File: src/rtl/pipe_hazard_ctrl.sv
// Hazard/sequencing controller for the 5-stage LEGv8 pipe: stage enables, flush/bubble,
// operand forwarding, data-memory freeze and saturating stall/flush statistics.
module pipe_hazard_ctrl #(
  parameter int CNT_W       = 16,
  parameter int MEM_TIMEOUT = 255
) (
  input  logic             clk,
  input  logic             reset,
  input  logic [4:0]       id_rn,
  input  logic [4:0]       id_rm,
  input  logic             id_use_rn,
  input  logic             id_use_rm,
  input  logic             id_rd_flags,
  input  logic [4:0]       ex_rn,
  input  logic [4:0]       ex_rm,
  input  logic [4:0]       ex_rd,
  input  logic             ex_regwrite,
  input  logic             ex_memtoreg,
  input  logic             ex_flagwrite,
  input  logic             ex_br_taken,
  input  logic [4:0]       mem_rd,
  input  logic             mem_regwrite,
  input  logic             mem_req,
  input  logic             mem_ready,
  input  logic [4:0]       wb_rd,
  input  logic             wb_regwrite,
  output logic             pc_we,
  output logic             ifid_we,
  output logic             idex_we,
  output logic             exmem_we,
  output logic             ifid_flush,
  output logic             idex_bubble,
  output logic             memwb_bubble,
  output logic [1:0]       fwd_a,
  output logic [1:0]       fwd_b,
  output logic [CNT_W-1:0] stall_cnt,
  output logic [CNT_W-1:0] flush_cnt,
  output logic             mem_err
);

  typedef enum logic {RUN = 1'b0, MWAIT = 1'b1} state_t;

  localparam logic [CNT_W-1:0] CNT_MAX = '1;
  localparam logic [15:0]      TO_LAST = 16'(MEM_TIMEOUT - 1);

  state_t      state, state_nxt;
  logic        pend_flush;
  logic [15:0] wait_cnt;
  logic        freeze, timeout, br_any, lu_haz, flag_haz;

  // MWAIT stalls regardless of mem_req; in RUN only an unanswered request freezes
  assign freeze   = !mem_ready && (state == MWAIT || mem_req);
  // wait_cnt holds MWAIT cycles already completed, so the pipe sits in MWAIT exactly MEM_TIMEOUT cycles
  assign timeout  = (state == MWAIT) && !mem_ready && (wait_cnt == TO_LAST);
  assign br_any   = ex_br_taken || pend_flush;
  assign lu_haz   = ex_memtoreg && ex_regwrite && (ex_rd != 5'd31) &&
                    ((id_use_rn && id_rn == ex_rd) || (id_use_rm && id_rm == ex_rd));
  assign flag_haz = id_rd_flags && ex_flagwrite;

  always_ff @(posedge clk or posedge reset) begin
    if (reset) state <= RUN;
    else       state <= state_nxt;
  end

  always_comb begin
    state_nxt = state;
    case (state)
      RUN:     if (mem_req && !mem_ready) state_nxt = MWAIT;
      MWAIT:   if (mem_ready || timeout)  state_nxt = RUN;
      default: state_nxt = RUN;
    endcase
  end

  always_comb begin
    pc_we        = 1'b1;
    ifid_we      = 1'b1;
    idex_we      = 1'b1;
    exmem_we     = 1'b1;
    ifid_flush   = 1'b0;
    idex_bubble  = 1'b0;
    memwb_bubble = 1'b0;
    if (reset) begin
      pc_we = 1'b1;
    end else if (freeze) begin
      pc_we        = 1'b0;
      ifid_we      = 1'b0;
      idex_we      = 1'b0;
      exmem_we     = 1'b0;
      memwb_bubble = 1'b1;
    end else if (br_any) begin
      // younger instructions are discarded, so any ID-stage stall is moot
      ifid_flush  = 1'b1;
      idex_bubble = 1'b1;
    end else if (lu_haz || flag_haz) begin
      pc_we       = 1'b0;
      ifid_we     = 1'b0;
      idex_bubble = 1'b1;
    end
  end

  function automatic logic [1:0] fwd_sel(input logic [4:0] r);
    if (mem_regwrite && mem_rd != 5'd31 && mem_rd == r)     return 2'b01;
    else if (wb_regwrite && wb_rd != 5'd31 && wb_rd == r)   return 2'b10;
    else                                                    return 2'b00;
  endfunction

  assign fwd_a = fwd_sel(ex_rn);
  assign fwd_b = fwd_sel(ex_rm);

  always_ff @(posedge clk or posedge reset) begin
    if (reset) begin
      pend_flush <= 1'b0;
      wait_cnt   <= '0;
      stall_cnt  <= '0;
      flush_cnt  <= '0;
      mem_err    <= 1'b0;
    end else begin
      if (freeze) pend_flush <= pend_flush || ex_br_taken;
      else        pend_flush <= 1'b0;
      if (state == RUN)        wait_cnt <= '0;
      else if (state == MWAIT) wait_cnt <= wait_cnt + 16'd1;
      if (!pc_we && stall_cnt != CNT_MAX) stall_cnt <= stall_cnt + 1'b1;
      if (!freeze && br_any && flush_cnt != CNT_MAX) flush_cnt <= flush_cnt + 1'b1;
      if (timeout) mem_err <= 1'b1;
    end
  end

endmodule

File: config.mk
export PLATFORM = sky130hd
export DESIGN_NAME = pipe_hazard_ctrl
export DESIGN_NICKNAME = d
export VERILOG_FILES = /design/src/rtl/pipe_hazard_ctrl.sv
export SDC_FILE = /design/constraint.sdc
export NUM_CORES = 1
export LEC_CHECK = 0
export CORE_UTILIZATION = 25
export DETAILED_ROUTE_END_ITERATION = 16
export GPL_ROUTABILITY_DRIVEN = 0
export PLACE_DENSITY = 0.44
export SKIP_CTS_REPAIR_TIMING = 1
export SLEW_MARGIN = 20
export SYNTH_ARGS = -nofsm -noshare
export SYNTH_HDL_FRONTEND = slang
export SYNTH_SLANG_ARGS = --single-unit
File: constraint.sdc
create_clock -name clk -period 3.2 [get_ports clk]
set_input_delay 0.32 -clock clk [delete_from_list [all_inputs] [get_ports clk]]
set_output_delay 0.32 -clock clk [all_outputs]
set_load 0.1 [all_outputs]
==> flow_metrics.tcl, run 1 <==
set metrics [dict create \
    status "finished, violations left" \
    violations "DRC" \
    critPathArrivalTime_ps 2250 \
    critPathLaunchType "input pin" \
    wl_per_cell_um 14.1 \
    die-area_mm2 0.0123 \
    clk_latency_ps 290 \
    synth_xor_area_share_pct 20.6 \
    place_inst 517 \
    final_core_util_pct 37.1 \
    crit_type "input pin to output port" \
    dp_hpwl_um 5750 \
    skew_ps 8.44 \
    critPathBufInv 2 \
    crit_family "simple AND/OR/NAND/NOR gates" \
    synth_compound_area_share_pct 4.30 \
    multi_input_area_mm2 0.00164 \
    synthDistinctLibCells 45 \
    seq_area_mm2 0.00128 \
    vias_per_cell 4.45 \
    gr-usage-all-layers_pct 12.7 \
    post-route-period-util_pct 80.3 \
    final_common_cell "clkdlybuf4s50_1" \
    fillers 1153 \
    portBuffers 91 \
    drtIter0Drc 48 \
    slew_headroom_pct 33.7 \
    final_cells 525 \
    setup_viol 0 \
    cts.path.max_buffers 2 \
    num_rows 39 \
    synth_area_mm2 0.00297 \
    synth_warnings 0 \
    hold_viol_final 0 \
    grt_antenna_before_repair 0 \
    first_pass_iters 10 \
    synth_fa_ha_area_share_pct 1.68 \
    vias 2336 \
    grt_start_max_net_pins 52 \
    cp-end-kind "output port" \
    post_synth_mux_area_share_pct 1.52 \
    num_antenna_cells 0 \
    synth_seq_cells 51 \
    fin_nets 433 \
    grt_pass1_wl_um 12400 \
    layout_common_cells "clkdlybuf4s50_1 (80), dfrtp_1 (51), xor2_1 (36)" \
    path_cells "clkdlybuf4s50_1 > nand2_1 > o21ai_0 > or4_1 > nor4_1 > buf_12" \
    cts_buffers 5 \
    core-area_mm2 0.0115 \
    ir_drop_uv 595 \
    drt_wl_total_um 7420 \
    timing.final.crit_period_ps 2570 \
    grt-ovfl-total 0 \
    required_ps 2880 \
    grt_pass1_vias 2489 \
    max_freq_ghz 0.389 \
    critPathMaxFanout 3 \
    crit_slowest_cell "or4_1" \
    io_pins 92 \
    clk_pin_slew_worst_paths_ps 70 \
    synth_nets 339 \
    tightest_slew_ps 991 \
    drc 2 \
    drv_cap 0 \
    drive_above_1_share_pct 12.3 \
    cts_root_buf "clkbuf_16" \
    hold_class "flip-flop to flip-flop" \
    synth_top_family_by_area "simple AND/OR/NAND/NOR gates" \
    postRouteAntennaNets 0 \
    slowest_delay_ps 520 \
    die_h_um 111 \
    h-tree-depth 2 \
    cts.sinks 51 \
    die_w_um 111 \
    slew_violations 0 \
    initial_core_util_pct 25.8 \
    power.leakage_uw 0.00175 \
    syn-instance-count 287 \
    yosys.area_share.simple_pct 26.3 \
    cts_tree "yes" \
    avgSynthCellArea_um2 10.3 \
    rsz0062_at_grt "false" \
    ys_seq_area_share_pct 43.0 \
    syn2layout_area_growth_pct 44.0 \
    p_per_area_mw_per_mm2 609 \
]
-- routing by layer --
| metal | track usage, % | part of all wire (%) | up-vias |
|---|---|---|---|
| met1 | 15.4 | 46 | 1116 |
| li1 | - | - | 1184 |
| met2 | 22.6 | 50 | 31 |
| met3 | 2.68 | 3.1 | 5 |
| met5 | 0 | 0 | - |
| met4 | 3.29 | 0.94 | 0 |
-- path summary, 6_finish.rpt --
kind	start	end	slack (ps)	cells after the start
max	wb_rd[4]	fwd_a[1]	630	6
max in group asynchronous	reset	wait_cnt[8]$_DFF_PP0_	1980	3
min in group asynchronous	reset	pend_flush$_DFF_PP0_	780	3
min reg2reg	flush_cnt[11]$_DFFE_PP0P_	flush_cnt[11]$_DFFE_PP0P_	490	1
min	flush_cnt[11]$_DFFE_PP0P_	flush_cnt[11]$_DFFE_PP0P_	490	1
max reg2reg	state$_DFF_PP0_	stall_cnt[11]$_DFFE_PP0P_	930	6
-- synthesized netlist by cell type (all sizes together) --
cell type,n,area (µm²)
o21ba,1,10.0
o21ai,4,20.0
nand2,25,93.8
nor4b,1,8.76
nor4,12,103
and3,7,48.8
nor3,9,80.1
or4,2,15.0
nor2b,2,12.5
clkbuf,1,3.75
a21boi,2,15.0
ha,4,50.1
nand3,23,120
o31ai,1,7.51
a31oi,1,6.26
nand4b,1,8.76
inv,6,22.5
mux2,4,45.0
buf,6,50.0
a311oi,1,8.76
a41oi,1,27.5
dfrtp,51,1280
or3,2,12.5
o22ai,1,12.5
o21bai,1,7.51
o21a,1,7.51
xnor2,34,298
and2,15,96.3
xor2,36,315
and4,4,35.0
nor2,14,60.1
nor3b,1,12.5
a21oi,1,5.00
nand4,11,68.8
nand2b,1,6.26
-- where the power goes --
part           switching (µW)  leakage (µW)  internal, µW
logic                     861       0.00100           327
registers                 124      0.000673           733
clock network             245     0.0000772           313
-- layout make-up --
class,instances,area share [%]
inverters,6,0.614
clock inverters,2,0.322
clock buffers,6,3.25
flip-flops and latches,51,29.8
multi-input cells,223,38.3
well taps,143,4.18
repair buffers,94,23.5
-- logic make-up after synthesis --
kind of cell	Yosys count
AO/OA/AOI/OAI	15
AND/OR/NAND/NOR	130
XOR/XNOR	70
adder cells (fa/ha/maj)	4
multiplexers	4
buffers and inverters	13
flip-flops	51
-- flip-flops by register name, indices dropped and copies added (netlist names) --
name and count:
mem_err 1, pend_flush 1, state 1, flush_cnt 16, stall_cnt 16, wait_cnt 16
-- stage by stage --
stage | power, µW | hold WS (ps) | setup TNS [ps] | instance area (µm²) | worst slack [ps]
after global placement | 2060 | 473 | 0 | 4120 | 642
final | 2600 | 490 | 0 | 4280 | 630
after floorplan | 1720 | 388 | -2060 | 2990 | -1030
after detailed placement | 2060 | 478 | 0 | 4120 | 616
after global routing | 2730 | 514 | 0 | 4280 | 443
after CTS | 2640 | 496 | 0 | 4280 | 616
Note: power is estimated with default switching activity, not from simulation.
==> run 2, diff against run 1 <==
==> constraint.sdc (replaced) <==
create_clock -name clk -period 2.42 [get_ports clk]
set_input_delay 0.242 -clock clk [delete_from_list [all_inputs] [get_ports clk]]
set_output_delay 0.242 -clock clk [all_outputs]
set_load 0.1 [all_outputs]
==> run 2 against run 1 <==
Effect of this change: the flow still finishes with violations (DRC); core utilization up 0.88 points; clock skew down 2.3 ps; critical path type unchanged; first-iteration DRC count decreased by 15%; highest routed layer unchanged; hold slack lost 5.1 ps; flip-flop and latch count unchanged; clock power grew 51%.
==> flow_metrics.tcl, run 2 (synthesis results as in run 1) <==
set metrics [dict create \
    post-route-period-util_pct 93.8 \
    setup_viol 0 \
    ir_drop_uv 854 \
    cts_buffers 5 \
    drv_cap 0 \
    critPathArrivalTime_ps 2030 \
    reg2reg_to "stall_cnt[15]$_DFFE_PP0P_" \
    initial_core_util_pct 25.8 \
    timing.final.crit_period_ps 2270 \
    cts.path.max_buffers 2 \
    cts.sinks 51 \
    power.leakage_uw 0.00188 \
    reg2reg_depth 6 \
    clk_pin_slew_worst_paths_ps 70 \
    hold_viol_final 0 \
    dpl_cell_area_mm2 0.00419 \
    skew_ps 6.19 \
    crit_type "input pin to output port" \
    hold-path-endpoint "mem_err$_DFFE_PP0P_" \
    grt_start_max_net_pins 52 \
    largestRegisters "flush_cnt: 16 flops, stall_cnt: 16 flops, wait_cnt: 16 flops" \
    required_ps 2180 \
    p_per_area_mw_per_mm2 806 \
    grt_pass1_vias 2389 \
    layout_common_cells "clkdlybuf4s50_1 (47), buf_4 (47), dfrtp_1 (44)" \
    die-area_mm2 0.0123 \
    drt_wl_total_um 7280 \
    drc 7 \
    fin_nets 444 \
    r2r_slack_ps 570 \
    setup_tns_ps 0 \
    critPathLaunchType "input pin" \
    vias_per_cell 4.42 \
    syn2layout_area_growth_pct 47.4 \
    h-tree-depth 2 \
    wl_per_cell_um 13.6 \
    cp-end-kind "output port" \
    postRouteAntennaNets 0 \
    grt_pass1_wl_um 12200 \
    rsz0062_at_grt "false" \
    clk_latency_ps 290 \
    slew_violations 0 \
    num_antenna_cells 0 \
    io_pins 92 \
    grt_antenna_before_repair 0 \
    first_pass_iters 12 \
    timing.rr.start "stall_cnt[0]$_DFFE_PP0P_" \
    status "finished, violations left" \
    hold_class "flip-flop to flip-flop" \
    whs_path_depth 2 \
    drive_above_1_share_pct 25.7 \
    hp-start "mem_err$_DFFE_PP0P_" \
    grt-ovfl-total 0 \
    dp_hpwl_um 5670 \
    cts_tree "yes" \
    violations "DRC" \
    die_h_um 111 \
    core-area_mm2 0.0115 \
    place_inst 528 \
    slew_headroom_pct 54.8 \
    vias 2370 \
    gr-usage-all-layers_pct 12.3 \
    critPathMaxFanout 3 \
    max_freq_ghz 0.440 \
    portBuffers 91 \
    final_cells 536 \
    cts_root_buf "clkbuf_16" \
    tightest_slew_ps 678 \
    die_w_um 111 \
    postLayoutCellArea_mm2 0.00438 \
    num_rows 39 \
    drtIter0Drc 41 \
]
-- run 2: layer usage --
metal  GRT usage (%)  wire length [µm]  vias to the layer above
met5               0                 0                        -
met4            3.01                51                        0
met3            2.79               325                        4
met2            20.8              3550                       39
met1            15.8              3360                     1122
li1                -                 -                     1205
-- run 2: how the worst max path moves through the flow --
stage	start	endpoint	slack, ps	cells after the start
3_3_place_gp	wb_rd[4]	fwd_a[1]	140	7
6_report	wb_rd[1]	fwd_a[1]	150	7
3_5_place_dp	wb_rd[1]	fwd_a[1]	120	7
5_1_grt	wb_rd[1]	fwd_a[1]	6	7
2_1_floorplan	wb_rd[2]	fwd_a[1]	-1650	4
4_1_cts	wb_rd[0]	fwd_a[1]	120	7
-- run 2: through the flow --
stage	setup slack (ps)	hold slack, ps	utilization (%)	total power, µW
6_report	149	485	38.0	3530
5_1_grt	6.21	509	38.0	3680
4_1_cts	119	489	38.0	3560
3_5_place_dp	118	475	36.4	2700
3_3_place_gp	142	460	36.4	2710
2_1_floorplan	-1650	321	-	2280
-- run 2: worst max-delay path, stage by stage --
cell,delay [ps]
clkdlybuf4s50_1,460
nand3_1,100
o21ai_0,80
or4_1,540
nor4_2,280
buf_4,160
buf_12,160
-- run 2: cell type report --
cell class / count / area [µm²]
tap: 143 / 179
timing repair buffer: 105 / 1040
fill: 1146 / 7140
multi-input combinational: 223 / 1670
inverter: 6 / 26.3
clock buffer: 6 / 139
sequential: 51 / 1280
clock inverter: 2 / 38.8
-- run 2: where the power goes --
| part | total, µW | internal, µW | leakage, µW | switching [µW] |
|---|---|---|---|---|
| clock | 843 | 520 | 0.0000875 | 323 |
| sequential | 1140 | 974 | 0.000663 | 163 |
| combinational | 1550 | 409 | 0.00113 | 1140 |
| total | 3530 | 1900 | 0.00188 | 1620 |
